===== config.mk =====
export PLATFORM = sky130hd
export DESIGN_NAME = mem_port_arbiter
export DESIGN_NICKNAME = d
export VERILOG_FILES = /design/src/rtl/mem_port_arbiter.sv
export SDC_FILE = /design/constraint.sdc
export NUM_CORES = 1
export LEC_CHECK = 0
export ABC_CLOCK_PERIOD_IN_PS = 4200
export CORE_AREA = 2 2 139 100
export DETAILED_ROUTE_END_ITERATION = 8
export DIE_AREA = 0 0 141 102
export HOLD_SLACK_MARGIN = 0.05
export PLACE_DENSITY_LB_ADDON = 0.15
export SETUP_SLACK_MARGIN = 0.3
export SKIP_LAST_GASP = 1
export SYNTH_ARGS = -nofsm -noshare
export SYNTH_HDL_FRONTEND = slang
export SYNTH_SLANG_ARGS = --single-unit

===== constraint.sdc =====
create_clock -name clk -period 4.2 [get_ports clk]
set_clock_uncertainty 0.15 [all_clocks]
set_input_delay 1.26 -clock clk [delete_from_list [all_inputs] [get_ports clk]]
set_output_delay 1.26 -clock clk [all_outputs]
set_load 0.1 [all_outputs]

===== src/rtl/mem_port_arbiter.sv =====
// Shared IF/D port onto one fixed-latency, single-ported word memory.
// One access in flight at a time; round-robin on ties.
module mem_port_arbiter #(
  parameter int ADDR_W  = 32,
  parameter int DATA_W  = 32,
  parameter int MEM_LAT = 1,
  parameter int CNT_W   = 4
) (
  input  logic              clk,
  input  logic              rst_n,
  input  logic              if_req_valid,
  output logic              if_req_ready,
  input  logic [ADDR_W-1:0] if_addr,
  output logic              if_rsp_valid,
  output logic [DATA_W-1:0] if_rsp_data,
  output logic              if_rsp_err,
  input  logic              d_req_valid,
  output logic              d_req_ready,
  input  logic [ADDR_W-1:0] d_addr,
  input  logic              d_we,
  input  logic [DATA_W-1:0] d_wdata,
  output logic              d_rsp_valid,
  output logic [DATA_W-1:0] d_rsp_data,
  output logic              d_rsp_err,
  output logic              mem_en,
  output logic              mem_we,
  output logic [ADDR_W-1:0] mem_addr,
  output logic [DATA_W-1:0] mem_wdata,
  input  logic [DATA_W-1:0] mem_rdata
);

  typedef enum logic [1:0] {
    S_IDLE,
    S_ACCESS,
    S_WAIT,
    S_RESP
  } state_t;

  localparam logic LAT1 = (MEM_LAT == 1);

  state_t r_state;
  state_t w_next;

  logic              r_last_d;
  logic              r_owner_d;
  logic [ADDR_W-1:0] r_addr;
  logic              r_we;
  logic [DATA_W-1:0] r_wdata;
  logic [CNT_W-1:0]  r_cnt;

  logic              r_if_vld;
  logic              r_if_err;
  logic [DATA_W-1:0] r_if_data;
  logic              r_d_vld;
  logic              r_d_err;
  logic [DATA_W-1:0] r_d_data;

  logic              w_open;
  logic              w_gnt_if;
  logic              w_gnt_d;
  logic              w_accept;
  logic [ADDR_W-1:0] w_req_addr;
  logic              w_mis;
  logic              w_sample;

  assign w_open = (r_state == S_IDLE)
               || (r_state == S_RESP);

  // Ties go to whoever did not own the last access.
  always_comb begin
    w_gnt_if = 1'b0;
    w_gnt_d  = 1'b0;
    if (w_open) begin
      if (if_req_valid && d_req_valid) begin
        w_gnt_d  = !r_last_d;
        w_gnt_if = r_last_d;
      end else begin
        w_gnt_if = if_req_valid;
        w_gnt_d  = d_req_valid;
      end
    end
  end

  assign w_accept   = w_gnt_if | w_gnt_d;
  assign w_req_addr = w_gnt_d ? d_addr : if_addr;
  assign w_mis      = (w_req_addr[1:0] != 2'b00);

  // Last cycle in which mem_rdata is valid for this access.
  assign w_sample =
      ((r_state == S_ACCESS) && LAT1)
   || ((r_state == S_WAIT)
       && (r_cnt == CNT_W'(1)));

  always_comb begin
    w_next = r_state;
    unique case (r_state)
      S_IDLE, S_RESP: begin
        if (w_accept)
          w_next = w_mis ? S_RESP : S_ACCESS;
        else
          w_next = S_IDLE;
      end
      S_ACCESS: w_next = LAT1 ? S_RESP : S_WAIT;
      S_WAIT: begin
        if (r_cnt == CNT_W'(1))
          w_next = S_RESP;
      end
      default: w_next = S_IDLE;
    endcase
  end

  always_ff @(posedge clk or negedge rst_n) begin
    if (!rst_n) r_state <= S_IDLE;
    else        r_state <= w_next;
  end

  always_ff @(posedge clk or negedge rst_n) begin
    if (!rst_n) begin
      r_last_d  <= 1'b0;
      r_owner_d <= 1'b0;
      r_addr    <= '0;
      r_we      <= 1'b0;
      r_wdata   <= '0;
    end else if (w_accept) begin
      r_last_d  <= w_gnt_d;
      r_owner_d <= w_gnt_d;
      r_addr    <= w_req_addr;
      r_we      <= w_gnt_d & d_we;
      r_wdata   <= w_gnt_d ? d_wdata : '0;
    end
  end

  always_ff @(posedge clk or negedge rst_n) begin
    if (!rst_n)
      r_cnt <= '0;
    else if (r_state == S_ACCESS)
      r_cnt <= CNT_W'(MEM_LAT - 1);
    else if (r_state == S_WAIT)
      r_cnt <= r_cnt - CNT_W'(1);
  end

  always_ff @(posedge clk or negedge rst_n) begin
    if (!rst_n) begin
      r_if_vld  <= 1'b0;
      r_if_err  <= 1'b0;
      r_if_data <= '0;
      r_d_vld   <= 1'b0;
      r_d_err   <= 1'b0;
      r_d_data  <= '0;
    end else begin
      r_if_vld <= 1'b0;
      r_d_vld  <= 1'b0;
      if (w_sample) begin
        if (r_owner_d) begin
          r_d_vld  <= 1'b1;
          r_d_err  <= 1'b0;
          r_d_data <= r_we ? '0 : mem_rdata;
        end else begin
          r_if_vld  <= 1'b1;
          r_if_err  <= 1'b0;
          r_if_data <= mem_rdata;
        end
      end else if (w_accept && w_mis) begin
        if (w_gnt_d) begin
          r_d_vld  <= 1'b1;
          r_d_err  <= 1'b1;
          r_d_data <= '0;
        end else begin
          r_if_vld  <= 1'b1;
          r_if_err  <= 1'b1;
          r_if_data <= '0;
        end
      end
    end
  end

  assign if_req_ready = w_gnt_if;
  assign d_req_ready  = w_gnt_d;

  assign if_rsp_valid = r_if_vld;
  assign if_rsp_data  = r_if_data;
  assign if_rsp_err   = r_if_err;
  assign d_rsp_valid  = r_d_vld;
  assign d_rsp_data   = r_d_data;
  assign d_rsp_err    = r_d_err;

  assign mem_en    = (r_state == S_ACCESS);
  assign mem_we    = r_we;
  assign mem_addr  = r_addr;
  assign mem_wdata = r_wdata;

endmodule


# --- After elaboration in Yosys (flattened, before gate mapping) ---
# Cells that the tools add are included.
# Widths: inputs -> output; s select.
totals:
  regBits: 140
  in_bits: 133
  out_inout_bits: 136
classes:
  n_addsub: 1
  eq_ne: 8
  muxes: 37
  bitwise: 2
  reduce_logical: 14
op_table:
  columns: ["op", "n"]
  rows:
  - ["$mux 32", 11]
  - ["$mux 1", 20]
  - ["$mux 4", 2]
  - ["$reduce_bool 2->1", 4]
  - ["$mux 2", 3]
  - ["$pmux 2 s3", 1]
  - ["$reduce_and 3->1", 2]
  - ["$eq 2x2->1 const B", 2]
  - ["$eq 4x1->1 const B", 1]
  - ["$ne 2x1->1 const B", 2]
  - ["$ne 2x2->1 const B", 2]
  - ["$sub 4x1->4 const B", 1]
  - ["$logic_and 1x1->1", 3]
  - ["$eq 2x1->1 const B", 1]
  - ["$logic_not 2->1", 1]
  - ["$logic_or 1x1->1", 2]
  - ["$reduce_or 2->1", 1]
  - ["$and 1x1->1", 1]
  - ["$logic_not 1->1", 1]
  - ["$or 1x1->1", 1]

# --- Depth between registers and ports, before layout ---
# Gate-level depths: netlist of the first run.
logic_depth:
  ltp_word: 8
  depth_mapped: 8
  mapped_depth_nobuf: 6

# --- Least setup slack after synthesis of the first run ---
# OpenSTA, ideal clock, no wires.
synth_timing:
  path_kind: "input to output"
  start: "input port d_req_valid"
  end: "output port if_req_ready"
  arrival_ps: 3439
  slack_ps: -649
  path_stages: 2
  path_cell_list: "nor2b_1 -> nor3_1"
synth_between:
  elab_chain_cells: 3
synth_lines:
  columns: ["element", "line_no", "text"]
  rows:
  - ["from (decl)", "17", "input logic d_req_valid,"]
  - ["$logic_and 1x1->1", "74", "if (if_req_valid && d_req_valid) begin"]
  - ["$mux 1", "74", null]
  - ["$mux 1", "73", "if (w_open) begin"]
  - ["to (decl)", "12", "output logic if_req_ready,"]
# Every way passes these cells.

# --- Worst setup path in the final report of the first run ---
layout_timing:
  start: "input port d_req_valid"
  end: "output port d_req_ready"
layout_between:
  elab_chain_cells: 3
layout_lines:
  columns: ["element", "line_no", "text"]
  rows:
  - ["$logic_and 1x1->1", "74", null]
  - ["$mux 1 (*)", "74", null]
  - ["$mux 1 (*)", "73", null]
  - ["to (decl)", "18", "output logic d_req_ready,"]
# Every way passes the cells marked *; elsewhere a longest branch is shown, timed or not.

==> results of run 1 <==
## worst max-delay path by stage
stage	from	to	slack, ns	depth (start not counted)
3_5_place_dp	d_req_valid	d_req_ready	0.19	5
3_3_place_gp	d_req_valid	d_req_ready	0.21	5
5_1_grt	d_req_valid	d_req_ready	0.48	5
4_1_cts	d_req_valid	d_req_ready	0.55	5
2_1_floorplan	d_req_valid	d_req_ready	0.55	4
6_report	d_req_valid	d_req_ready	0.56	5
## final cells by class
cell class	count	area, um2	share of cell area (%)
inverter	9	33.8	0.372
sequential	140	3500	38.6
clock buffer	19	443	4.88
tap	166	208	2.29
multi-input combinational	305	1940	21.3
clock inverter	12	210	2.31
timing repair buffer	276	2750	30.3
## layer usage
layer / up-vias / part of all wire [%] / track usage, % / wire [um]
met5: - / 0 / 0 / 0
met4: 0 / 1.7 / 7.77 / 282
met3: 23 / 8.1 / 9.23 / 1320
met2: 156 / 48 / 37.7 / 7890
met1: 2339 / 42 / 29.0 / 6840
li1: 2242 / - / - / -
## layout by cell type (no fill, tap or decap), drive strengths merged, types with 2 or more instances in the layout
| master | synthesis | layout |
|---|---|---|
| o21ai | 39 | 39 |
| nor2 | 9 | 9 |
| or3 | 2 | 2 |
| nand2 | 101 | 101 |
| a21oi | 34 | 34 |
| a21o | 2 | 2 |
| dfrtp | 140 | 140 |
| a22o | 66 | 66 |
| bufinv | 0 | 5 |
| a22oi | 2 | 2 |
| nor3 | 3 | 3 |
| clkinv | 1 | 3 |
| dlygate4sd2 | 0 | 2 |
| buf | 21 | 25 |
| mux2i | 31 | 31 |
| inv | 8 | 12 |
| ha | 4 | 4 |
| clkdlybuf4s50 | 0 | 249 |
| clkbuf | 13 | 19 |
| a21boi | 2 | 2 |
## sequential cells by signal, summed over array words and instances, names as in the netlist
name,count
d_rsp_data,32
d_rsp_err,1
d_rsp_valid,1
if_rsp_data,32
if_rsp_err,1
if_rsp_valid,1
mem_addr,32
mem_wdata,32
mem_we,1
r_cnt,4
r_owner_d,1
r_state,2
## cells by family (layout without fill, tap and decap cells)
family          after synthesis  count (layout)  share of synthesized area, %
compound gates              149             149                          18.5
flops                       140             140                          62.4
simple gates                121             121                          8.85
buf+inv                      43             316                          3.83
mux                          31              31                          5.53
fa+ha+maj                     4               4                         0.891
## through the flow
step           cell area (um2)  util (%)  cells
2_1_floorplan             5630         -    488
3_3_place_gp              8420      64.8    896
3_5_place_dp              8420      64.8    896
4_1_cts                   9080      69.9    927
5_1_grt                   9080      69.9    927
6_report                  9080      69.9    927
## critical path, cell delays in order
cell and delay (ns):
dlygate4sd2_1 0.30, a21boi_4 0.24, nand2_2 0.11, clkinv_1 0.14
buf_12 0.18
==> key figures, run 1 <==
Synthesis
  • Cell variety after synth: 33
  • Post-synth EDFFs: 0
  • Post-synthesis register bit count: 140
  • Commonest cells in the netlist: 140 x dfrtp_1, 101 x nand2_1, 66 x a22o_1
  • Synth Area per Inst: 11.5 um2
  • Cell Area, Synth: 0.00562 mm2
  • Top cells by area, synth: dfrtp_1 62%, a22o_1 10%, nand2_1 6.8%
  • Syn Nets: 625
  • Register area share after synthesis: 62.4%
  • Most frequent cell after synthesis: dfrtp_1
  • Post-Syn Instances: 488
  • Asr flop ratio synth: 100%
  • Cell taking the most area after synthesis: dfrtp_1
  • Most used DFF post-synth: dfrtp_1
  • Share of the synthesized area in the top cell type: 62.4%
  • Yosys warning count: 0

Detailed routing
  • Routed wire length: 16,300 um
  • Drt drc: 0
  • ANT nets after route: 0
  • Vias per inst: 5.13
  • DRT iter0 DRCs: 240
  • Drt first pass iters: 4
  • DR vias: 4,760
  • Drt wl/cell: 17.6 um

Finish
  • ANT cells: 0
  • Nets: 886
  • Share of cells above drive strength 1: 8.80%
  • Fillers: 930
  • Area Growth Syn to Fin: 61.8%

Timing
  • Max Fclk: 274 MHz
  • Slew Limit Fails: 0
  • Setup Total Neg Slack: 0 ns
  • RSZ-0062 raised after global routing: false
  • Max-slew headroom: 21.2%
  • Hold Fails Final Rpt: 0
  • Fin crit share: 86.8%
  • Worst Tran Pin Value: 1.18 ns
  • Hold Slack: 0.326 ns
  • Min Tclk post-route: 3.64 ns
  • # setup viols final: 0
  • Final WS setup: 0.555 ns

Min path
  • Worst hold path class: reg -> reg
  • Hold path startpoint: if_rsp_err$_DFFE_PN0P_
  • Hold Path Depth: 1
  • Worst hold endpoint: if_rsp_err$_DFFE_PN0P_

Critical path
  • Critical path required time: 2.79 ns
  • Setup crit end kind: primary output
  • Reg2Reg Setup Slack: 1.57 ns
  • R2R depth: 7
  • Worst-path fanout max: 4
  • Critical R2R Capture: if_rsp_data[28]$_DFFE_PN0P_
  • Critical R2R Launch: r_state[0]$_DFFE_PN0P_
  • CP Data Arrival Time: 2.23 ns
  • Crit path launch type: input port
  • Kind of critical path: in -> out

Place
  • Dpl ws: 0.187 ns
  • Dpl hpwl: 11,400 um
  • I/O Buffers: 268
  • GP Congestion: 0.830

Flow run
  • Max Cap Viol: 0

Floorplanning
  • Die width: 141 um
  • Height of the die: 102 um
  • Row count: 35
  • # IOs: 269
  • Starting Density: 43.2%
  • Core area: 0.0130 mm2
  • Die ar.: 0.0144 mm2

GRT
  • Grt total ovfl: 0
  • Largest net degree at the start of global routing: 98
  • Antenna violations before repair: 0
  • GRT Overall Usage: 23.2%
  • First-pass GRT wire length: 25,900 um
  • Vias in the first global route: 4,932

CTS
  • CTS Hold Bufs: 0
  • CTS tree: built
  • Number of CTS-inserted buffers: 17
  • Post-CTS sizing: 4
  • Worst-skew pair later-pin latency: 0.41 ns
  • Sink Count: 140
  • Setup Buffers After CTS: 0
  • Clk slew on worst S/H paths: 0.06 ns
  • H-Tree Depth: 4
  • Clock Tree Buf Depth: 2
  • Clk root buf: clkbuf_16

Run status
  • Outcome: completed
Power of run 1 is not shown: default switching activity piles up to over one toggle a cycle in this logic, so the estimate is an artifact.
==> inputs of run 2 (changes only) <==
CORE_AREA = 5 5 142 103   (was 2 2 139 100)
DIE_AREA = 0 0 147 108   (was 0 0 141 102)
==> key figures, run 2 (synthesis gave the netlist of run 1 again) <==
Run status
  • Outcome: completed (unchanged)

Timing
  • # setup viols final: 0 (unchanged)
  • Worst Tran Pin Value: 1.23 ns (was 1.18 ns)
  • Setup Total Neg Slack: 0 ns (unchanged)
  • Hold Fails Final Rpt: 0 (unchanged)
  • Max-slew headroom: 17.7% (was 21.2%)
  • RSZ-0062 raised after global routing: false (unchanged)
  • Min Tclk post-route: 3.65 ns (was 3.64 ns)
  • Hold Slack: 0.329 ns (was 0.326 ns)
  • Slew Limit Fails: 0 (unchanged)
  • Max Fclk: 274 MHz (about the same)
  • Fin crit share: 87.0% (was 86.8%)

Min path
  • Hold path startpoint: if_rsp_err$_DFFE_PN0P_ (unchanged)
  • Worst hold path class: reg -> reg (unchanged)
  • Hold Path Depth: 1 (unchanged)

Place
  • Placed Area: 0.00842 mm2 (about the same)
  • I/O Buffers: 268 (unchanged)
  • Dpl hpwl: 12,300 um (was 11,400 um)
  • GP Congestion: 0.857 (was 0.830)

Finish
  • Most common cell after layout, fill and taps aside: clkdlybuf4s50_1 (unchanged)
  • Most frequent cells in the layout: 244 x clkdlybuf4s50_1, 140 x dfrtp_1, 100 x nand2_1, 66 x a22o_1, 36 x o21ai_0 (was 249 x clkdlybuf4s50_1, 140 x dfrtp_1, 100 x nand2_1, 66 x a22o_1, 36 x o21ai_0)
  • Share of cells above drive strength 1: 9.83% (was 8.80%)
  • Area Growth Syn to Fin: 61.1% (was 61.8%)
  • Nets: 887 (was 886)
  • Post-route cell area: 0.00904 mm2 (was 0.00908 mm2)
  • ANT cells: 0 (unchanged)

Floorplanning
  • # IOs: 269 (unchanged)
  • Die ar.: 0.0159 mm2 (was 0.0144 mm2)
  • Height of the die: 108 um (was 102 um)
  • Die width: 147 um (was 141 um)
  • Row count: 35 (unchanged)
  • Starting Density: 43.2% (unchanged)
  • Core area: 0.0130 mm2 (unchanged)

GRT
  • Antenna violations before repair: 0 (unchanged)
  • First-pass GRT wire length: 27,400 um (was 25,900 um)
  • Grt total ovfl: 0 (unchanged)
  • Vias in the first global route: 5,148 (was 4,932)
  • Largest net degree at the start of global routing: 98 (unchanged)
  • GRT Overall Usage: 21.8% (was 23.2%)

Detailed routing
  • Drt wl/cell: 18.4 um (was 17.6 um)
  • Routed wire length: 17,100 um (was 16,300 um)
  • Vias per inst: 5.12 (was 5.13)
  • DRT iter0 DRCs: 244 (was 240)
  • Drt drc: 0 (unchanged)
  • DR vias: 4,758 (was 4,760)
  • ANT nets after route: 0 (unchanged)
  • Drt first pass iters: 4 (unchanged)

Critical path
  • Critical R2R Launch: r_state[0]$_DFFE_PN0P_ (unchanged)
  • CP Depth: 5 (unchanged)
  • Worst Setup SP: d_req_valid (unchanged)
  • Setup crit end kind: primary output (unchanged)
  • Delay-heaviest family, CP: buffers and inverters (unchanged)
  • CP peak stage delay: 0.30 ns (about the same)
  • Critical path required time: 2.79 ns (about the same)
  • Kind of critical path: in -> out (unchanged)
  • Crit path launch type: input port (unchanged)
  • Crit path cell chain: dlygate4sd2_1 -> a21boi_4 -> nand2_2 -> clkinv_2 -> buf_12 (was dlygate4sd2_1 -> a21boi_4 -> nand2_2 -> clkinv_1 -> buf_12)
  • CP Data Arrival Time: 2.24 ns (was 2.23 ns)
  • Slowest CP cell: dlygate4sd2_1 (unchanged)
  • Buf/Inv on CP: 3 (unchanged)
  • R2R depth: 7 (unchanged)
  • Worst-path fanout max: 4 (unchanged)

CTS
  • Worst-skew pair later-pin latency: 0.40 ns (was 0.41 ns)
  • CTS Hold Bufs: 0 (unchanged)
  • Clk root buf: clkbuf_16 (unchanged)
  • CTS tree: built (unchanged)
  • Sink Count: 140 (unchanged)
  • Number of CTS-inserted buffers: 17 (unchanged)
  • H-Tree Depth: 4 (unchanged)
  • Clock Tree Buf Depth: 2 (unchanged)
  • Setup Buffers After CTS: 0 (unchanged)
  • Clk slew on worst S/H paths: 0.07 ns (was 0.06 ns)
  • Post-CTS sizing: 4 (unchanged)

Flow run
  • Max Cap Viol: 0 (unchanged)
[run 2: layout make-up]
class	count	area (um2)
clock inverters	14	183
flip-flops and latches	140	3500
multi-input cells	305	1940
inverters	9	35.0
repair buffers	277	2750
clock buffers	18	429
fillers	965	3960
well taps	166	208
[run 2: path summary, 6_finish.rpt]
| kind | end | slack [ns] |
|---|---|---|
| max reg2reg | if_rsp_data[22]$_DFFE_PN0P_ | 1.59 |
| min in group asynchronous | mem_wdata[13]$_DFFE_PN0P_ | 0.71 |
| min | if_rsp_err$_DFFE_PN0P_ | 0.33 |
| max | d_req_ready | 0.55 |
| max in group asynchronous | mem_addr[17]$_DFFE_PN0P_ | 2.43 |
| min reg2reg | if_rsp_err$_DFFE_PN0P_ | 0.33 |
[run 2: worst reg2reg max path, stage by stage, from the launching register on]
cell	delay (ns)
dfrtp_1	0.38
inv_1	0.06
ha_1	0.48
nand2_2	0.23
buf_4	0.48
and4_1	0.28
buf_4	0.34
a21oi_1	0.11
[run 2: layer usage]
layer	routed length [um]	global-route usage [%]	vias to the layer above
met2	8400	36.4	197
met4	517	8.71	0
met5	0	0	-
li1	-	-	2239
met3	1310	7.12	37
met1	6890	26.5	2285
[run 2: stage by stage]
step | worst slack [ns] | util, % | instances
final | 0.546 | 69.5 | 929
after global routing | 0.476 | 69.5 | 929
after CTS | 0.315 | 69.5 | 929
after detailed placement | 0.149 | 64.7 | 897
after global placement | 0.196 | 64.7 | 897
after floorplan | 0.550 | - | 488
Power of run 2 is left out for the same reason.
==> inputs of run 3 (changes only) <==
ABC_CLOCK_PERIOD_IN_PS = not set   (was 4200)
==> results of run 3 <==
Final layout, timing and power as in run 2 (identical DEF).
Power of run 3 is left out for the same reason.
==> variant 1 (flow settings as in run 3) <==
The parameter `ADDR_W` goes from 32 to 48.
--- a/src/rtl/mem_port_arbiter.sv
+++ b/src/rtl/mem_port_arbiter.sv
@@ -1,7 +1,7 @@
 // Shared IF/D port onto one fixed-latency, single-ported word memory.
 // One access in flight at a time; round-robin on ties.
 module mem_port_arbiter #(
-  parameter int ADDR_W  = 32,
+  parameter int ADDR_W  = 48,
   parameter int DATA_W  = 32,
   parameter int MEM_LAT = 1,
   parameter int CNT_W   = 4
Ports: changed (resized d_addr, if_addr and mem_addr); port bits go from 269 to 317. The function was not compared with the original's and may differ.
==> variant 1 against run 3 <==
- die area did not move
- synthesized area rose by 13%
- critical path depth did not move
- cell area rose by 13%
- sequential cell count rose by 16
- setup slack got worse by 190 ps
- largest cell class unchanged
- critical path type unchanged
- wire length rose by 15%
Power is not shown: default switching activity piles up to over one toggle a cycle in this logic, so the estimate is an artifact.
==> variant 1: results (changes against run 3) <==
* Status: finished, final reports clean
* XOR/XNOR share of the synthesized area at 0 (unchanged)
* Critical path fanouts, max at 4 (unchanged)
* Vias in the first global route at 5842 (+13%)
* Reg2reg start: r_state[0]
* Nets at 1033 (+16%)
* Initial DRC Count at 311 (+27%)
* Synth cell count leaders: 156 x dfrtp_1, 117 x nand2_1, 66 x a22o_1
* H-tree depth at 4 (unchanged)
* Yosys warns at 0 (unchanged)
* Layout fillers at 847 (-12%)
* Synthesized netlist net count at 727 (+16%)
* Tightest Pin Transition at 1170 ps (-60.2 ps)
* Fraction of registers with async set/reset at 1.00 (unchanged)
* Synth Area in Compound Gates at 0.176 (-0.00888)
* DRT Pass-1 Iters at 4 (unchanged)
* Number of I/O port buffers at 316 (+18%)
* R2R cell count at 7 (unchanged)
* HPWL after detailed placement at 14.6 mm (+19%)
* Synth cell types at 33 (unchanged)
* DP Area at 9580 µm² (+14%)
* Area contributors post-synth: dfrtp_1 61%, a22o_1 9.1%, mux2i_1 7.4%
* Post-synthesis mux area share at 0.0741 (+0.0188)
* Hold Crit Start: mem_addr[11]
* Gr usage total at 0.249 (+0.0306)
* Post-synth top flop: dfrtp_1
* Hold slack at 327 ps (-1.73 ps)
* Number of flip-flops in the largest register at 48
* Sequential share of the synthesized area at 0.615 (-0.00935)
* Worst r2r dst: if_rsp_data[16]
* Routed len/inst at 18.8 µm (+2.2%)
* Clock buffer count from CTS at 17 (unchanged)
* R2r setup slk at 1470 ps (-120 ps)
* Hold Crit Class: flip-flop to flip-flop
* CTS clk-pin slew, worst paths at 60 ps
* Initial antenna violation count at 0 (unchanged)
* Clk_lat worst skew at 410 ps
* Clock Tree Root: clkbuf_16
* GPL Wtd Cong at 0.791 (-7.7%)
* WHS Path Cells at 2 (+1)
* Post-CTS Setup Bufs at 0 (unchanged)
* Ant diodes at 0 (unchanged)
* First-pass GRT wire length at 31.1 mm (+13%)
* Hold Path Sink: mem_addr[11]
* DR vias/cell at 5.26 (+2.7%)
* CP Data Arrival Time at 2430 ps (+190 ps)
* CTS max path bufs at 2 (unchanged)
* Synth Area in Adders at 0.00788 (-0.00103)
* Largest net degree at the start of global routing at 68 (-31%)
* Share of cells above drive strength 1 at 0.0969 (-0.00137)
==> variant 1: cell count changes in the layout (fill, tap and decap cells not counted), moves of 2 or more <==
cell             change
nand2_1             +16
inv_6                -3
clkdlybuf4s50_1     +41
buf_4               +11
dfrtp_1             +16
clkbuf_8             +2
mux2i_1             +16
o21ai_0             +16
inv_8                +2
==> variant 1: timing repair <==
action	4_1_cts	5_1_grt
pin swaps	0	0
setup endpoints to repair	1	2
gates resized for setup	1	2
hold buffers	0	0
==> variant 1: worst max path at each step <==
stage | startpoint | to | depth (start not counted)
after floorplan | d_req_valid | d_req_ready | 4
after global placement | d_req_valid | d_req_ready | 5
after detailed placement | d_req_valid | d_req_ready | 5
after CTS | d_req_valid | d_req_ready | 5
after global routing | d_req_valid | d_req_ready | 5
final | d_req_valid | d_req_ready | 5
==> variant 1: worst max-delay path, stage by stage <==
cell             delay [ps]
clkdlybuf4s50_1         560
a21boi_4                240
nand2_2                  80
clkinv_1                110
buf_12                  180
==> variant 1: per-layer routing <==
layer  vias to the layer above  share of wire  GRT usage
met5                         -              0          0
met4                         0          0.025     0.0864
met3                        29          0.080     0.0783
met2                       232           0.51      0.433
met1                      2663           0.38      0.295
li1                       2564              -          -
==> variant 1: layout make-up <==
type / instances / area [µm²] / area share
clock inverters: 13 / 156 / 0.0153
inverters: 9 / 33.8 / 0.00331
multi-input cells: 353 / 2240 / 0.219
well taps: 166 / 208 / 0.0204
flip-flops and latches: 156 / 3900 / 0.383
repair buffers: 327 / 3210 / 0.315
clock buffers: 19 / 453 / 0.0444
==> variant 1: logic make-up after synthesis <==
logic type | after synthesis
AOI/OAI and AO/OA | 165
DFF | 156
muxes | 47
buffers and inverters | 49
and+or+nand+nor | 137
adders and majority gates | 4
==> variant 1: per-stage QoR <==
stage | std cells | worst slack [ps] | util
final | 1043 | 355 | 0.785
after global routing | 1043 | 315 | 0.785
after CTS | 1043 | 355 | 0.784
after detailed placement | 1011 | 289 | 0.737
after global placement | 1011 | 311 | 0.737
after floorplan | 558 | 595 | -
==> variant 2 (settings of run 3) <==
Made on the original files. Put one more register stage on the output `if_rsp_err`, with the module's reset. The value now appears one clock later. The other outputs are not delayed to match.
--- a/src/rtl/mem_port_arbiter.sv
+++ b/src/rtl/mem_port_arbiter.sv
@@ -179,7 +179,13 @@
 
   assign if_rsp_valid = r_if_vld;
   assign if_rsp_data  = r_if_data;
-  assign if_rsp_err   = r_if_err;
+  always_ff @(posedge clk or negedge rst_n) begin
+    if (!rst_n) begin
+      if_rsp_err <= '0;
+    end else begin
+      if_rsp_err <= r_if_err;
+    end
+  end
   assign d_rsp_valid  = r_d_vld;
   assign d_rsp_data   = r_d_data;
   assign d_rsp_err    = r_d_err;
Check against the original RTL: not equivalent (a bounded check fails within 4 cycles, from zero or initial values and one cycle with rst_n low).
==> variant 2 against run 3 <==
- die area stayed put
- first-iteration DRC count increased by 1.2%
- cell area grew 0.51%
- synthesized area increased by 0.45%
- critical path depth unchanged
- sequential cell count rose by 1
- setup slack gained 110 ps
- count of clock-buffer cells in the layout grew 2
- wire length grew 0.40%
- register-to-register slack worse by 170 ps
Power is not shown: default switching activity piles up to over one toggle a cycle in this logic, so the estimate is an artifact.
==> variant 2: results (changes against run 3) <==
* Status: finished, final reports clean
* Area contributors post-synth: dfrtp_1 63%, a22o_1 10%, nand2_1 6.7%
* Synth cell count leaders: 141 x dfrtp_1, 101 x nand2_1, 66 x a22o_1
* Vias in the first global route at 5153 (+0.097%)
* Tightest Pin Transition at 1170 ps (-64.8 ps)
* Share of cells above drive strength 1 at 0.0931 (-0.00524)
* Routed len/inst at 18.5 µm (+0.40%)
* First-pass GRT wire length at 27.6 mm (+1.0%)
* CP top delay family: adder cells
* GPL Wtd Cong at 0.816 (-4.7%)
* Initial DRC Count at 247 (+1.2%)
* Post-CTS Setup Bufs at 0 (unchanged)
* Hold slack at 233 ps (-96.5 ps)
* WHS Path Cells at 0 (-1)
* Synthesized netlist net count at 626 (+0.16%)
* Sequential share of the synthesized area at 0.626 (+0.00167)
* HPWL after detailed placement at 12.3 mm (+0.11%)
* Worst r2r dst: if_rsp_data[31]
* Hold Crit Start: r_if_err
* Hold Path Sink: if_rsp_err
* CTS max path bufs at 2 (unchanged)
* Routed vias at 4726 (-0.67%)
* Slowest cell delay on critical path at 560 ps (+260 ps)
* CP Data Arrival Time at 2140 ps (-100 ps)
* Layout fillers at 920 (-4.7%)
* Gr usage total at 0.218 (about the same)
* Critical path fanouts, max at 12 (+8)
* Post-cts resize count at 3 (-1)
* Clk_lat worst skew at 400 ps (about the same)
* R2r setup slk at 1420 ps (-170 ps)
## variant 2: stage by stage
stage | util | area [µm²] | std cells | setup WS, ps
CTS | 0.699 | 9080 | 929 | 310
global route | 0.699 | 9090 | 929 | 530
global placement | 0.650 | 8460 | 897 | 206
detailed placement | 0.650 | 8460 | 897 | 210
finish | 0.699 | 9090 | 929 | 652
floorplan | - | 5650 | 489 | 550
## variant 2: area by class of cell
type | count | area [µm²] | area share
clock inverter | 12 | 160 | 0.0176
timing repair buffer | 276 | 2770 | 0.304
sequential | 141 | 3530 | 0.388
clock buffer | 20 | 457 | 0.0502
multi-input combinational | 305 | 1940 | 0.213
inverter | 9 | 35.0 | 0.00385
tap | 166 | 208 | 0.0228
## variant 2: worst max-delay path by stage
stage,start,endpoint,slack [ps],depth (start not counted)
after CTS,d_req_valid,d_req_ready,310,5
after global placement,d_req_valid,d_req_ready,210,5
after detailed placement,d_req_valid,d_req_ready,210,5
after floorplan,d_req_valid,d_req_ready,550,4
final,r_state[0],if_req_ready,650,5
after global routing,r_state[0],if_req_ready,530,5
## variant 2: routing by layer
| metal | share of wire | track usage |
|---|---|---|
| met3 | 0.069 | 0.0666 |
| met1 | 0.40 | 0.265 |
| met2 | 0.51 | 0.377 |
| met5 | 0 | 0 |
| met4 | 0.022 | 0.0691 |
## variant 2: kinds of logic (layout without fill, tap and decap cells)
family	Yosys count	in the layout	share of synthesized area
and+or+nand+nor	121	121	0.0881
DFF	141	141	0.626
muxes	31	31	0.0550
adders and majority gates	4	4	0.00887
AOI/OAI and AO/OA	149	149	0.184
buffers and inverters	43	317	0.0382
## variant 2: worst register-to-register path, stage by stage, from the launching register on
cell     delay [ps]
dfrtp_1         370
inv_1            60
ha_1            480
nand2_2         210
buf_4           460
and4_1          630
buf_12          240
a21oi_1          70
